$ cat config.mk
export PLATFORM = sky130hd
export DESIGN_NAME = uart_debug_ctrl
export DESIGN_NICKNAME = d
export VERILOG_FILES = /design/src/rtl/uart_debug_ctrl.sv
export SDC_FILE = /design/constraint.sdc
export NUM_CORES = 1
export LEC_CHECK = 0
export CORE_MARGIN = 1.5
export CORE_UTILIZATION = 44
export CTS_BUF_LIST = sky130_fd_sc_hd__clkbuf_8 sky130_fd_sc_hd__clkbuf_16
export CTS_CLUSTER_DIAMETER = 150
export DETAILED_ROUTE_END_ITERATION = 6
export GPL_ROUTABILITY_DRIVEN = 0
export PLACE_DENSITY = 0.74
export SETUP_SLACK_MARGIN = 0.1
export SYNTH_ARGS = -nofsm -noshare
export SYNTH_HDL_FRONTEND = slang
export SYNTH_SLANG_ARGS = --single-unit
export TNS_END_PERCENT = 1
$ cat constraint.sdc
create_clock -name i_clock -period 2.43 [get_ports i_clock]
set_clock_uncertainty 0.2 [all_clocks]
set_input_delay 0.486 -clock i_clock [delete_from_list [all_inputs] [get_ports i_clock]]
set_output_delay 0.486 -clock i_clock [all_outputs]
set_load 0.01 [all_outputs]
$ cat src/rtl/uart_debug_ctrl.sv
// uart_debug_ctrl
// Debug-unit controller sitting between the UART byte interface and the MIPS
// core. Decodes single-byte host commands, assembles instruction words from
// the RX stream and writes them to instruction memory, gates the core clock
// enable for run / single-step, and streams a debug dump back over UART TX
// with at most one byte in flight.
//
// Commands (accepted only while idle):
//   'L' 0x4C : load  -> count byte N (0 = 256), then N words, MSB-first; ACK 0x06
//   'R' 0x52 : run until i_cpu_halt, then dump
//   'S' 0x53 : single step (one enable cycle), then dump
//   'D' 0x44 : dump only
//   other    : NAK 0x15
//
// Ports:
//   i_clock, i_reset (async, active-low)
//   i_rx_done / i_rx_data           : received byte strobe and value
//   i_tx_done / i_tx_available      : TX byte finished / TX idle
//   o_tx_signal / o_tx_data         : TX start strobe and byte (held until i_tx_done)
//   o_imem_we / o_imem_addr / o_imem_data : instruction memory write port
//   o_cpu_enable / i_cpu_halt       : core clock enable and halt status
//   o_dump_idx / i_dump_data        : dump word select and combinational dump word
//   o_busy                          : controller not idle
module uart_debug_ctrl #(
  parameter int DATA_WIDTH = 8,
  parameter int WORD_WIDTH = 32,
  parameter int ADDR_WIDTH = 8,
  parameter int DUMP_WORDS = 33
) (
  input  logic                          i_clock,
  input  logic                          i_reset,
  input  logic                          i_rx_done,
  input  logic [DATA_WIDTH-1:0]         i_rx_data,
  input  logic                          i_tx_done,
  input  logic                          i_tx_available,
  output logic                          o_tx_signal,
  output logic [DATA_WIDTH-1:0]         o_tx_data,
  output logic                          o_imem_we,
  output logic [ADDR_WIDTH-1:0]         o_imem_addr,
  output logic [WORD_WIDTH-1:0]         o_imem_data,
  output logic                          o_cpu_enable,
  input  logic                          i_cpu_halt,
  output logic [$clog2(DUMP_WORDS)-1:0] o_dump_idx,
  input  logic [WORD_WIDTH-1:0]         i_dump_data,
  output logic                          o_busy
);

  localparam int BYTES  = WORD_WIDTH / DATA_WIDTH;
  localparam int BCNT_W = (BYTES > 1) ? $clog2(BYTES) : 1;
  localparam int CNT_W  = DATA_WIDTH + 1;
  localparam int IDX_W  = $clog2(DUMP_WORDS);

  localparam logic [BCNT_W-1:0]     LAST_BYTE = BCNT_W'(BYTES - 1);
  localparam logic [IDX_W-1:0]      LAST_IDX  = IDX_W'(DUMP_WORDS - 1);
  localparam logic [CNT_W-1:0]      CNT_MAX   = CNT_W'(1) << DATA_WIDTH;

  localparam logic [DATA_WIDTH-1:0] CMD_LOAD = DATA_WIDTH'(8'h4C);
  localparam logic [DATA_WIDTH-1:0] CMD_RUN  = DATA_WIDTH'(8'h52);
  localparam logic [DATA_WIDTH-1:0] CMD_STEP = DATA_WIDTH'(8'h53);
  localparam logic [DATA_WIDTH-1:0] CMD_DUMP = DATA_WIDTH'(8'h44);
  localparam logic [DATA_WIDTH-1:0] RSP_ACK  = DATA_WIDTH'(8'h06);
  localparam logic [DATA_WIDTH-1:0] RSP_NAK  = DATA_WIDTH'(8'h15);

  typedef enum logic [3:0] {
    IDLE,
    LOAD_CNT,
    LOAD_BYTE,
    LOAD_WRITE,
    RUN,
    STEP,
    DUMP_LATCH,
    DUMP_SEND,
    DUMP_WAIT,
    SEND_RESP,
    WAIT_RESP
  } state_t;

  state_t                  state;
  logic [BCNT_W-1:0]       byte_cnt;
  logic [CNT_W-1:0]        word_cnt;
  logic [WORD_WIDTH-1:0]   shreg;

  // The assembled word doubles as the write-data register; it is only
  // meaningful while o_imem_we is high.
  assign o_imem_data = shreg;

  always_ff @(posedge i_clock or negedge i_reset) begin
    if (!i_reset) begin
      state        <= IDLE;
      byte_cnt     <= '0;
      word_cnt     <= '0;
      shreg        <= '0;
      o_tx_signal  <= 1'b0;
      o_tx_data    <= '0;
      o_imem_we    <= 1'b0;
      o_imem_addr  <= '0;
      o_cpu_enable <= 1'b0;
      o_dump_idx   <= '0;
      o_busy       <= 1'b0;
    end else begin
      o_tx_signal <= 1'b0;
      o_imem_we   <= 1'b0;

      unique case (state)
        IDLE: begin
          if (i_rx_done) begin
            // Every byte received here leaves IDLE, so busy rises with it.
            o_busy <= 1'b1;
            case (i_rx_data)
              CMD_LOAD: state <= LOAD_CNT;
              CMD_RUN:  state <= RUN;
              CMD_STEP: begin
                state        <= STEP;
                o_cpu_enable <= 1'b1;
              end
              CMD_DUMP: state <= DUMP_LATCH;
              default: begin
                o_tx_data <= RSP_NAK;
                state     <= SEND_RESP;
              end
            endcase
          end
        end

        // ---- load: word count, byte assembly, memory write ----
        LOAD_CNT: begin
          if (i_rx_done) begin
            word_cnt    <= (i_rx_data == '0) ? CNT_MAX : CNT_W'(i_rx_data);
            o_imem_addr <= '0;
            byte_cnt    <= '0;
            state       <= LOAD_BYTE;
          end
        end

        LOAD_BYTE: begin
          if (i_rx_done) begin
            shreg <= {shreg[WORD_WIDTH-DATA_WIDTH-1:0], i_rx_data};
            if (byte_cnt == LAST_BYTE) begin
              byte_cnt  <= '0;
              o_imem_we <= 1'b1;
              state     <= LOAD_WRITE;
            end else begin
              byte_cnt <= byte_cnt + 1'b1;
            end
          end
        end

        LOAD_WRITE: begin
          o_imem_addr <= o_imem_addr + 1'b1;
          word_cnt    <= word_cnt - 1'b1;
          if (word_cnt == CNT_W'(1)) begin
            o_tx_data <= RSP_ACK;
            state     <= SEND_RESP;
          end else begin
            state <= LOAD_BYTE;
          end
        end

        // ---- execution gating ----
        RUN: begin
          // Halt is checked before enabling, so a core that is already
          // halted on entry never sees an enable cycle.
          if (i_cpu_halt) begin
            o_cpu_enable <= 1'b0;
            state        <= DUMP_LATCH;
          end else begin
            o_cpu_enable <= 1'b1;
          end
        end

        STEP: begin
          o_cpu_enable <= 1'b0;
          state        <= DUMP_LATCH;
        end

        // ---- dump: latch word, send bytes MSB-first ----
        DUMP_LATCH: begin
          shreg    <= i_dump_data;
          byte_cnt <= '0;
          state    <= DUMP_SEND;
        end

        DUMP_SEND: begin
          if (i_tx_available) begin
            o_tx_signal <= 1'b1;
            o_tx_data   <= shreg[WORD_WIDTH-1 -: DATA_WIDTH];
            state       <= DUMP_WAIT;
          end
        end

        DUMP_WAIT: begin
          if (i_tx_done) begin
            shreg <= shreg << DATA_WIDTH;
            if (byte_cnt != LAST_BYTE) begin
              byte_cnt <= byte_cnt + 1'b1;
              state    <= DUMP_SEND;
            end else if (o_dump_idx < LAST_IDX) begin
              o_dump_idx <= o_dump_idx + 1'b1;
              state      <= DUMP_LATCH;
            end else begin
              o_dump_idx <= '0;
              o_busy     <= 1'b0;
              state      <= IDLE;
            end
          end
        end

        // ---- single response byte (ACK / NAK already in o_tx_data) ----
        SEND_RESP: begin
          if (i_tx_available) begin
            o_tx_signal <= 1'b1;
            state       <= WAIT_RESP;
          end
        end

        WAIT_RESP: begin
          if (i_tx_done) begin
            o_busy <= 1'b0;
            state  <= IDLE;
          end
        end

        default: begin
          o_busy <= 1'b0;
          state  <= IDLE;
        end
      endcase
    end
  end

endmodule
==> impl_metrics.ini, run 1 <==
[critical_path]
path_cells = clkdlybuf4s50_1, nor4b_1, a21oi_1, o21a_1, o21ai_2, a22oi_1
end_kind = flop
cp_data_arrival_time_ns = 2.27
crit_fanout = 8
cpMaxStageDelayCell = clkdlybuf4s50_1
cp_slowest_stage_delay_ns = 0.48
crit_type = input port to flop
cp_data_required_time_ns = 2.43
cp-start-kind = input port

[synth]
synth-main-ff-cell = dfrtp_1
synth_edf_count = 0
yosys.cell_types.count = 58
synthTopCellsByArea = dfrtp_1 (47%), mux2i_1 (7.2%), a21oi_1 (6.1%), nor2_1 (5.1%), nand2_1 (3.3%)
yosysSeqAreaShare_pct = 47.23
synth_simple_gate_area_share_pct = 19.61
yosysWarningCount = 0
synth_top_area_share_pct = 47.23
synth_top_family_by_area = simple AND/OR/NAND/NOR gates
synth_xor_xnor_area_share_pct = 0.2265
synth_top_cell_by_area = dfrtp_1
synthAdderAreaFrac_pct = 1.618
netlist_instances = 395
syn_avg_cell_area_sq_um = 9.791
synth_compound_area_share_pct = 18.21
ys_ff_latch = 73
synthMuxAreaShare_pct = 8.703
synth-async-reset-ratio_pct = 100.0
syn-cell-area_sq_um = 3867
synth_nets = 446

[sta]
hold_viol_final = 0
grt_setup_unrepaired = true
worst_slew_pin_slew_ns = 0.4836
fmax_ghz = 0.4421
setup_viol = 0
period_minus_slack_ns = 2.262
relSlewSlack_pct = 67.64
maxSlewViolCount = 0
finalCritPeriodShare_pct = 93.07

[global_route]
antenna_found_initial = 0
grtUsageTotal_pct = 21.87
grt_max_degree = 74
grt_pass1_vias = 3331
overflow = 0
grt_pass1_wl_um = 16680

[routing]
viasPerCell = 5.497
drtPass1Iterations = 4
ant_nets = 0
wl_um = 9962
drt-initial-drc-count = 258
num_vias = 3452
drc = 0
wl_per_cell_um = 15.86

[floorplan]
coreArea_sq_um = 8636
initial_core_util_pct = 44.78
die_area_sq_um = 9362
row_count = 34
io_pins = 104
fp.dieW_um = 96.76
fp.dieH_um = 96.76

[cts]
cts.clk_slew.worst_paths_ns = 0.08
h-tree-depth = 3
cts_tree = yes
insertion_delay_ns = 0.34
post_cts_buffers = 0
cts-root-buf = clkbuf_8
cts.path.max_buffers = 2
clock_sinks = 73
cts_inserted_buffers = 9

[pwr]
ir_worst_vdd_v = 0.0006194
power_density_nw_per_um2 = 1208
p_leak_nw = 2.204

[layout]
final_cell_area_sq_um = 5401
multi_input_area_sq_um = 1887
final_common_cell = clkdlybuf4s50_1
nets = 568
area_growth_pct = 39.66
drive_above_1_share_pct = 13.27
fin_cells = 628
antenna_cells = 0
regArea_sq_um = 1828
layout_common_cells = clkdlybuf4s50_1 (102), dfrtp_1 (72), nor2_1 (53)
fillers = 748

[min_path]
hold_path_class = flop to flop

[placement]
numPlacedInstances = 613
io_buffers = 103
dp_hpwl_um = 7327
placed_area_sq_um = 5160

[run_status]
status = finished, final reports clean

[run]
drv_cap = 0
## logic make-up after synthesis
kind of cell / after synthesis
flops: 73
fa+ha+maj: 5
xor+xnor: 1
mux: 33
buf+inv: 30
compound gates: 110
simple gates: 143
## metal layers
metal  vias to the layer above  track usage, %  routed length [um]
met5                         -               0                   0
met4                         0           8.138                 153
met3                        12           4.118                 386
met2                        94           33.89                4880
met1                      1667           30.65                4540
li1                       1679               -                   -
## flip-flops by register name (all words and copies together), names as in the netlist
name and count:
o_imem_data 32, word_cnt 9, o_imem_addr 8, o_tx_data 8, o_dump_idx 6, state 4
byte_cnt 2, o_busy 1, o_cpu_enable 1, o_imem_we 1, o_tx_signal 1
## timing repair
action / CTS / global route
hold buffers: 1 / 0
resized for setup: 0 / 1
setup endpoints to repair: 0 / 32
endpoints found under the hold margin: 73 / 0
## where the power goes
group | internal, mW | total (mW) | switching (mW)
logic | 1.65 | 3.19 | 1.54
registers | 1.71 | 2.21 | 0.501
clock network | 0.673 | 1.13 | 0.455
total | 4.03 | 6.52 | 2.50
## per-stage QoR
stage	hold WS [ns]	setup WS [ns]	power [mW]	TNS (ns)	util (%)
2_1_floorplan	-0.009591	0.4543	4.026	0	-
3_3_place_gp	0.2632	-0.08663	5.300	-0.5673	59.75
3_5_place_dp	0.2733	-0.1604	5.403	-1.210	59.75
4_1_cts	0.2855	0.1910	6.551	0	62.53
5_1_grt	0.3050	0.02947	6.992	0	62.55
6_report	0.2814	0.1683	6.524	0	62.55
## worst max-delay path, delay by kind of cell
family | cells | cell delay [ns]
AND/OR/NAND/NOR | 1 | 0.46
AO/OA/AOI/OAI | 4 | 0.84
buffers and inverters | 1 | 0.48
## worst paths after layout
| path | startpoint | end | slack (ns) | depth (start not counted) |
|---|---|---|---|---|
| min in group asynchronous | i_reset | o_imem_data[29]$_DFFE_PN0P_ | 0.49 | 3 |
| worst max-delay path | i_rx_data[0] | o_tx_data[4]$_DFFE_PN0P_ | 0.17 | 6 |
| worst min register to register | o_imem_addr[7]$_DFFE_PN0P_ | o_imem_addr[7]$_DFFE_PN0P_ | 0.28 | 1 |
| worst max register to register | state[1]$_DFFE_PN0P_ | o_imem_data[20]$_DFFE_PN0P_ | 0.22 | 7 |
| max in group asynchronous | i_reset | state[0]$_DFFE_PN0P_ | 1.21 | 3 |
| worst min-delay path | o_imem_addr[7]$_DFFE_PN0P_ | o_imem_addr[7]$_DFFE_PN0P_ | 0.28 | 1 |
## area by class of cell
| type | count | share of cell area (%) |
|---|---|---|
| inverter | 8 | 0.5559 |
| sequential | 73 | 33.84 |
| clock buffer | 9 | 2.293 |
| tap | 108 | 2.502 |
| clock inverter | 5 | 1.969 |
| multi-input combinational | 292 | 34.93 |
| timing repair buffer | 133 | 23.91 |
## cell usage after synthesis, types with 3 or more instances
| master | number |
|---|---|
| a21oi_1 | 47 |
| a22o_1 | 6 |
| a22oi_1 | 12 |
| buf_2 | 10 |
| buf_4 | 8 |
| dfrtp_1 | 73 |
| ha_1 | 5 |
| inv_1 | 8 |
| mux2_2 | 5 |
| mux2i_1 | 28 |
| nand2_1 | 34 |
| nand2b_1 | 6 |
| nand3_1 | 10 |
| nand4b_1 | 3 |
| nor2_1 | 53 |
| nor3_1 | 9 |
| nor3b_1 | 3 |
| o211ai_1 | 3 |
| o21a_1 | 3 |
| o21ai_0 | 18 |
Power figures use the tool's default switching activity.
==> run 2, diff against run 1 <==
--- a/config.mk
+++ b/config.mk
@@ -7,7 +7,7 @@
 export LEC_CHECK = 0
 export CORE_MARGIN = 1.5
 export CORE_UTILIZATION = 44
-export CTS_BUF_LIST = sky130_fd_sc_hd__clkbuf_8 sky130_fd_sc_hd__clkbuf_16
+export CTS_BUF_LIST = sky130_fd_sc_hd__clkbuf_4 sky130_fd_sc_hd__clkbuf_8 sky130_fd_sc_hd__clkbuf_16
 export CTS_CLUSTER_DIAMETER = 150
 export DETAILED_ROUTE_END_ITERATION = 6
 export GPL_ROUTABILITY_DRIVEN = 0
==> results of run 2 <==
Same layout as run 1: the final DEF is identical, and so are final timing and power.
==> run 3, diff against run 2 <==
--- a/config.mk
+++ b/config.mk
@@ -13,6 +13,7 @@
 export GPL_ROUTABILITY_DRIVEN = 0
 export PLACE_DENSITY = 0.74
 export SETUP_SLACK_MARGIN = 0.1
+export SKIP_LAST_GASP = 1
 export SYNTH_ARGS = -nofsm -noshare
 export SYNTH_HDL_FRONTEND = slang
 export SYNTH_SLANG_ARGS = --single-unit
==> results of run 3 <==
Same layout as run 1: the final DEF is identical, and so are final timing and power.
